$ cat src/rtl/pipe_stage_reg.sv
// Parametrised inter-stage pipeline register with stall (hold) and flush (bubble, PC kept).
// Define STAGE_PERF_EN to build saturating stall/flush event counters; otherwise they read 0.
module pipe_stage_reg #(
   parameter int unsigned PC_W     = 32,
   parameter int unsigned INST_W   = 32,
   parameter int unsigned SIDE_W   = 8,
   parameter logic [31:0] RESET_PC = 32'h00003000,
   parameter logic [31:0] NOP_INST = 32'h00000000,
   parameter int unsigned CNT_W    = 16
) (
   input  logic              clk,
   input  logic              rst,
   input  logic              stall,
   input  logic              flush,
   input  logic [PC_W-1:0]   flush_pc,
   input  logic [SIDE_W-1:0] flush_side,
   input  logic              in_valid,
   input  logic [PC_W-1:0]   in_pc,
   input  logic [INST_W-1:0] in_inst,
   input  logic [SIDE_W-1:0] in_side,
   output logic              out_valid,
   output logic [PC_W-1:0]   out_pc,
   output logic [INST_W-1:0] out_inst,
   output logic [SIDE_W-1:0] out_side,
   output logic [CNT_W-1:0]  stall_cnt,
   output logic [CNT_W-1:0]  flush_cnt
);

   localparam logic [PC_W-1:0]   RST_PC  = PC_W'(RESET_PC);
   localparam logic [INST_W-1:0] NOP_VAL = INST_W'(NOP_INST);

   // Bubbles keep a real PC so downstream exception/EPC logic stays correct.
   always_ff @(posedge clk) begin
      if (rst) begin
         out_valid <= 1'b0;
         out_pc    <= RST_PC;
         out_inst  <= NOP_VAL;
         out_side  <= '0;
      end else if (flush) begin
         out_valid <= 1'b0;
         out_pc    <= flush_pc;
         out_inst  <= NOP_VAL;
         out_side  <= flush_side;
      end else if (!stall) begin
         out_valid <= in_valid;
         out_pc    <= in_pc;
         out_inst  <= in_inst;
         out_side  <= in_side;
      end
   end

`ifdef STAGE_PERF_EN
   logic [CNT_W-1:0] stall_q;
   logic [CNT_W-1:0] flush_q;

   // Counters stick at all-ones rather than wrapping.
   always_ff @(posedge clk) begin
      if (rst) begin
         stall_q <= '0;
         flush_q <= '0;
      end else if (flush) begin
         if (flush_q != '1) flush_q <= flush_q + CNT_W'(1);
      end else if (stall) begin
         if (stall_q != '1) stall_q <= stall_q + CNT_W'(1);
      end
   end

   assign stall_cnt = stall_q;
   assign flush_cnt = flush_q;
`else
   assign stall_cnt = '0;
   assign flush_cnt = '0;
`endif

endmodule

$ cat config.mk
export PLATFORM = sky130hd
export DESIGN_NAME = pipe_stage_reg
export DESIGN_NICKNAME = d
export VERILOG_FILES = /design/src/rtl/pipe_stage_reg.sv
export SDC_FILE = /design/constraint.sdc
export NUM_CORES = 1
export LEC_CHECK = 0
export CORE_MARGIN = 1
export CORE_UTILIZATION = 36
export DETAILED_ROUTE_END_ITERATION = 8
export PLACE_DENSITY = 0.79
export SYNTH_ARGS = -nofsm -noshare
export SYNTH_HDL_FRONTEND = slang
export SYNTH_SLANG_ARGS = --single-unit
$ cat constraint.sdc
create_clock -name clk -period 1.45 [get_ports clk]
set_input_delay 0.435 -clock clk [delete_from_list [all_inputs] [get_ports clk]]
set_output_delay 0.435 -clock clk [all_outputs]
set_load 0.02 [all_outputs]
# Word-level counts from Yosys, hierarchy flattened
# Index checks and enable logic that the tools add are counted.
# W data, S select, Z words.
# word_totals
ff_bits,73
output_inout_bits,105
word_cells,10
# op_classes
eq_ne,1
mux,4
n_reduce_logical,1
# op_table
cell,count
$mux W32,2
$mux W8,2
$ne A2 B1 Y1 const B,1
$reduce_or A2 Y1,1

# Longest topological paths before layout
# Gate-level depths: netlist (run 1).
# depth
depth_word,2
mapped_depth,5
ltp_nobuf,2

# Worst setup path after synthesis (run 1)
# OpenSTA, ideal clock, no wires.
# synth_path
path_type,input to register
from,input rst
to,register out_inst[10]
t_arrival_ns,1.113
required_time_ns,1.386
path_slack_ns,0.273
path_stages,5
n_path_buf,3
path_cell_list,buf_2 > or2_1 > buf_2 > buf_6 > nor2_1
# synth_between
elab_chain_len,1
# synth_lines
item,line_no,rtl
"start, declared",12,"input logic rst,"
$reduce_or A2 Y1 (no source line),n/a,
"end signal, assigned",47,out_inst <= in_inst;
"end, declared",23,"output logic [INST_W-1:0] out_inst,"
# Every way passes these cells.
# A chain may end at the register's enable or synchronous reset.

# Worst setup path in the final report (run 1)
# layout_path
from,register out_pc[26]
to,output out_pc[26]
# layout_rtl
item,line_no,rtl
"start, declared",22,"output logic [PC_W-1:0] out_pc,"
"start signal, assigned",41,out_pc <= flush_pc;
"start signal, assigned",46,out_pc <= in_pc;
# No word-level cell between the ends.

==> metrics.md, run 1 <==
| Metric | Value |
|---|---|
| Drt wl/cell | 14.2 um |
| CTS root buf | clkbuf_8 |
| Top cells by area, synth | dfxtp_1 44%, mux2i_1 22%, a211oi_1 8.6% |
| DRC Markers | 18 |
| Die area | 9640 um2 |
| Top delay family on crit path | flip-flops |
| Clk sink count | 73 |
| Core area | 8850 um2 |
| Layout area overhead | 56.3% |
| Final #Nets | 625 |
| Post-synth EDFFs | 0 |
| Crit path required time | 1020 ps |
| Clk Latency, worst-skew pair | 330 ps |
| Number of top-level pins | 222 |
| Initial core utilization | 37.6% |
| FP Rows | 34 |
| Syn Area/Cell | 10.4 um2 |
| Ant diodes | 0 |
| Slew Viols, Final | 0 |
| CTS H-tree lvls | 3 |
| CP cell instances | clkdlybuf4s15_1 |
| Flop pwr share | 43.5% |
| Inst Count DP | 605 |
| RSZ-0062 raised after global routing | false |
| Endpoint type of the worst setup path | output port |
| Failing checks | design-rule violations |
| Place WS | -216 ps |
| CTS tree | built |
| Sequential-to-total area share from yosys stat | 43.9% |
| WL final | 8.83 mm |
| Wl on met1 | 3.74 mm |
| Critical path arrival | 980 ps |
| Worst-path clk slew | 80 ps |
| Final WS setup | 31.8 ps |
| DR WL met3 | 798 um |
| Cell Area, Placed | 5190 um2 |
| Comb pwr share | 21.6% |
| Die width | 98.2 um |
| Gr ovfl total | 0 |
| Clock power frac | 34.9% |
| First-pass GRT wire length | 13.7 mm |
| Max-Cap Viols | 0 |
| Total global-route track usage | 17.9% |
| Post-synth ARST share | 0% |
| Vias in the first global route | 2,772 |
| Port Buffers | 189 |
| Period minus WS final | 1420 ps |
| Layout Skew | 0 ps |
| Fillers | 763 |
| Worst path slowest cell | dfxtp_1 |
| Power Dens Cells | 963 nW/um2 |
| Vias/cell | 4.61 |
| Largest fanout on the critical path | 2 |
| Crit path kind | reg2out |
| Detail Placement HPWL | 6.63 mm |
| Die Ht | 98.2 um |
| Synthesis warning total | 0 |
| Final weighted congestion in routability-driven placement | 0.717 |
| Maximum vdd drop | 0.551 mV |
| DR WL met2 | 4.21 mm |
| Via count | 2,864 |
| Synth cell types | 15 |
| Synth Register Bits | 73 |
| Cell-internal power | 3.70 mW |
| Achievable frequency | 705 MHz |
| Initial DRT Pass Iterations | 9 |
| Commonest cells post-synth | 73 x dfxtp_1, 73 x mux2i_1, 38 x a211oi_1, 38 x nor2b_1, 36 x buf_4 |
| Antenna-violating nets left | 0 |
| CTS max path bufs | 2 |
| Final period util | 97.8% |
| CP max stage delay | 340 ps |
| Hold Fails Final Rpt | 0 |
| Largest net degree at the start of global routing | 34 |
| Highest routed layer | met4 |
| Main synth FF type | dfxtp_1 |
| Leakage | 2.30 nW |
| Finished Cell Area | 5200 um2 |
| Mapped Cells | 320 |
| Buffers & Inverters on Critical Path | 1 |
| Synth Cell Area | 3330 um2 |
| Sw frac | 26.2% |
| Synth top area share | 43.9% |
| Area leader, netlist | dfxtp_1 |
| Initial antenna violation count | 0 |
| Outcome | finished with violations |
| Initial DRC Count | 89 |
| Setup crit start kind | flip-flop |
| # setup viols final | 0 |
| P_sw | 1.31 mW |
| Worst hold-check path type | reg2reg |
| CTS Buf Count | 9 |
| Layout cell share with drive strength beyond 1 | 17.0% |
| Post-route non-filler standard cell count | 621 |
cells in the final DEF (no fill, tap or decap), drive strengths merged, types with 2 or more instances in the layout:
master | synthesis | final
a211oi | 38 | 38
a21oi | 2 | 2
buf | 48 | 15
bufinv | 0 | 2
clkbuf | 9 | 55
clkdlybuf4s15 | 0 | 29
clkdlybuf4s50 | 0 | 115
clkinv | 0 | 3
conb | 1 | 32
dfxtp | 73 | 73
mux2i | 73 | 73
nor2 | 34 | 34
nor2b | 38 | 38
nor3b | 2 | 2
sequential cells by signal (all words and copies together) (netlist names):
| name | cells |
|---|---|
| out_inst | 32 |
| out_valid | 1 |
| out_side | 8 |
| out_pc | 32 |
through the flow:
| stage | utilization, % | hold slack [ps] | total power, mW | setup TNS, ps |
|---|---|---|---|---|
| global placement | 58.7 | 474 | 3.38 | -6770 |
| CTS | 61.1 | 496 | 5.09 | 0 |
| detailed placement | 58.7 | 482 | 3.40 | -9150 |
| floorplan | - | 579 | 2.85 | 0 |
| global route | 58.8 | 512 | 5.22 | 0 |
| finish | 58.8 | 497 | 5.01 | 0 |
final timing paths:
kind	startpoint	end	slack, ps	depth (start not counted)
setup / recovery	out_pc[26]$_SDFFE_PP0P_	out_pc[26]	30	1
hold / removal	out_inst[13]$_SDFFE_PP0N_	out_inst[13]$_SDFFE_PP0N_	500	2
setup reg to reg	out_pc[31]$_SDFFE_PP0P_	out_pc[31]$_SDFFE_PP0P_	650	2
hold reg to reg	out_inst[13]$_SDFFE_PP0N_	out_inst[13]$_SDFFE_PP0N_	500	2
area by class of cell:
type                    instances  area (um2)  share of cell area [%]
clock buffers                  11         141                    2.72
repair buffers                203        1850                    35.6
well taps                     108         135                    2.60
clock inverters                 5        78.8                    1.51
inverters                       1        3.75                  0.0721
flip-flops and latches         73        1460                    28.1
multi-input cells             220        1530                    29.4
logic make-up (layout without fill, tap and decap cells):
family,Yosys count,count (layout),synth area share (%)
AOI/OAI and AO/OA,40,40,8.87
buffers and inverters,58,220,13.6
muxes,73,73,21.9
and+or+nand+nor,75,75,11.6
other,1,32,0.113
DFF,73,73,43.9
layer usage:
layer | vias up | GRT usage, %
met5 | - | 0
met4 | 0 | 5.28
met3 | 9 | 4.80
met2 | 145 | 31.3
met1 | 1301 | 21.5
li1 | 1409 | -
power by group through the flow:
stage / Clock (mW) / Sequential (mW) / Combinational (mW)
2_1_floorplan: 0 / 2.36 / 0.492
3_3_place_gp: 0 / 2.22 / 1.16
3_5_place_dp: 0 / 2.22 / 1.17
4_1_cts: 1.79 / 2.18 / 1.12
5_1_grt: 1.88 / 2.19 / 1.15
6_report: 1.75 / 2.18 / 1.08
what timing repair did:
item / CTS / global route
cloned: 0 / 0
buffers inserted: 0 / 0
setup endpoints to repair: 73 / 55
gates resized for setup: 142 / 60
hold buffers: 0 / 0
Power figures use the tool's default switching activity.
==> inputs of run 2 (changes only) <==
Settings changed: SLEW_MARGIN set to 40.
==> results of run 2 <==
The final DEF is identical to that of run 1; final timing and power are the same.
==> inputs of run 3 (changes only) <==
Settings changed: CORE_UTILIZATION 36 to 37, CTS_BUF_LIST set to sky130_fd_sc_hd__clkbuf_2 sky130_fd_sc_hd__clkbuf_4 sky130_fd_sc_hd__clkbuf_8, PLACE_DENSITY 0.79 to 0.81.
==> run 3 against run 2 <==
Net effect:
- the flow now finishes without violations
- routed wire length shrank 0.70%
- critical path depth unchanged
- global-route usage grew 0.43 points
- critical endpoint is now out_inst[5]
- largest power group unchanged
==> metrics.md, run 3 (synthesis results as in run 1) <==
| Metric | Value |
|---|---|
| Flop pwr share | 44.8% |
| GR Util met1 | 21.0% |
| Crit path required time | 1020 ps |
| Largest net degree at the start of global routing | 35 |
| Commonest non-fill, non-tap cell in the layout | clkdlybuf4s50_1 |
| Hold Path Origin | out_inst[6]$_SDFFE_PP0N_ |
| Worst-path clk slew | 70 ps |
| Multi-input logic area | 1530 um2 |
| Top Usage Layer GRT | met2 |
| Clock power frac | 32.7% |
| Crit path kind | reg2out |
| CTS tree | built |
| CTS root buf | clkbuf_8 |
| Register Area | 1460 um2 |
| Layout area overhead | 57.1% |
| P_sw | 1.35 mW |
| CTS max path bufs | 2 |
| Setup TNS | 0 ps |
| Max-Cap Viols | 0 |
| FP Rows | 34 |
| Largest fanout on the critical path | 2 |
| Worst path slowest cell | dlygate4sd2_1 |
| Initial antenna violation count | 0 |
| Endpoint type of the worst setup path | output port |
| Core area | 8720 um2 |
| Antenna-violating nets left | 0 |
| Cell-internal power | 3.52 mW |
| Place WS | -228 ps |
| Final #Nets | 624 |
| Drt wl/cell | 14.1 um |
| Total global-route track usage | 18.3% |
| Slew Viols, Final | 0 |
| Vias/cell | 4.57 |
| Via count | 2,834 |
| Launch point of the critical path | out_inst[5]$_SDFFE_PP0N_ |
| # setup viols final | 0 |
| Number of top-level pins | 222 |
| Met3 usage | 4.55% |
| Detail Placement HPWL | 6.66 mm |
| Clk sink count | 73 |
| Die area | 9390 um2 |
| CTS Hold Bufs | 0 |
| CTS Buf Count | 9 |
| Biggest regs | out_inst: 32 flops, out_pc: 32 flops, out_side: 8 flops |
| Gr ovfl total | 0 |
| Final WS setup | 31.4 ps |
| WL final | 8.77 mm |
| DRC Markers | 0 |
| CP cell instances | dlygate4sd2_1 |
| Layout Skew | 0 ps |
| Hold Fails Final Rpt | 0 |
| Layout cell share with drive strength beyond 1 | 17.2% |
| R2R Path Start | out_side[7]$_SDFFE_PP0P_ |
| Period minus WS final | 1420 ps |
| CTS H-tree lvls | 3 |
| First-pass GRT wire length | 13.8 mm |
| Tot Pwr | 4.87 mW |
| Top delay family on crit path | buffers and inverters |
| Clk Latency, worst-skew pair | 340 ps |
| Initial DRC Count | 19 |
| Critical path arrival | 980 ps |
| Die width | 96.9 um |
| Maximum vdd drop | 0.485 mV |
| WHS | 494 ps |
| Setup crit start kind | flip-flop |
| M2 GR Usage | 32.6% |
| Die Ht | 96.9 um |
| Setup Fix Bufs, Post-CTS | 0 |
| Buffers & Inverters on Critical Path | 1 |
| Sw frac | 27.7% |
| Port Buffers | 189 |
| Ant diodes | 0 |
| RSZ-0062 raised after global routing | false |
| Comb pwr share | 22.5% |
| Fillers | 771 |
| Leakage | 2.29 nW |
| Final weighted congestion in routability-driven placement | 0.778 |
| Vias in the first global route | 2,886 |
| Initial core utilization | 38.2% |
| Worst hold-check path type | reg2reg |
| Power Dens Cells | 930 nW/um2 |
| Initial DRT Pass Iterations | 4 |
| Achievable frequency | 705 MHz |
| Final period util | 97.8% |
| Outcome | completed |
| Most frequent cells in the layout | 115 x clkdlybuf4s50_1, 73 x mux2i_1, 73 x dfxtp_1 |
| CP max stage delay | 330 ps |
-- run 3: metal layers --
metal	up-vias	part of all wire, %
met2	133	50
met3	8	6.9
li1	1407	-
met1	1286	42
met5	-	0
met4	0	0.94
-- run 3: power by group through the flow --
stage	sequential, mW	clock (mW)	combinational, mW
5_1_grt	2.19	1.72	1.16
3_5_place_dp	2.23	0	1.18
6_report	2.18	1.59	1.09
3_3_place_gp	2.22	0	1.16
2_1_floorplan	2.36	0	0.492
4_1_cts	2.18	1.65	1.13
-- run 3: layout make-up --
| class | instances | share of cell area [%] |
|---|---|---|
| Clock buffer | 10 | 2.51 |
| Clock inverter | 6 | 1.29 |
| Inverter | 1 | 0.0718 |
| Multi-Input combinational cell | 220 | 29.3 |
| Sequential cell | 73 | 27.9 |
| Tap cell | 108 | 2.58 |
| Timing Repair Buffer | 202 | 36.3 |
-- run 3: metrics by stage --
step,instances,utilization [%],cell area (um2)
floorplan,351,-,3450
global placement,604,59.7,5210
detailed placement,604,59.7,5210
CTS,620,62.1,5420
global route,620,60.0,5230
finish,620,60.0,5230
-- run 3: what timing repair did --
item | CTS | global route
gates resized for setup | 153 | 48
endpoints found under the setup margin | 73 | 47
hold endpoints to repair | 0 | 0
-- run 3: worst paths after layout --
kind | to | slack, ps | cells past startpoint
min reg2reg | out_inst[6]$_SDFFE_PP0N_ | 490 | 2
max reg2reg | out_side[7]$_SDFFE_PP0P_ | 660 | 2
min | out_inst[6]$_SDFFE_PP0N_ | 490 | 2
max | out_inst[5] | 30 | 1
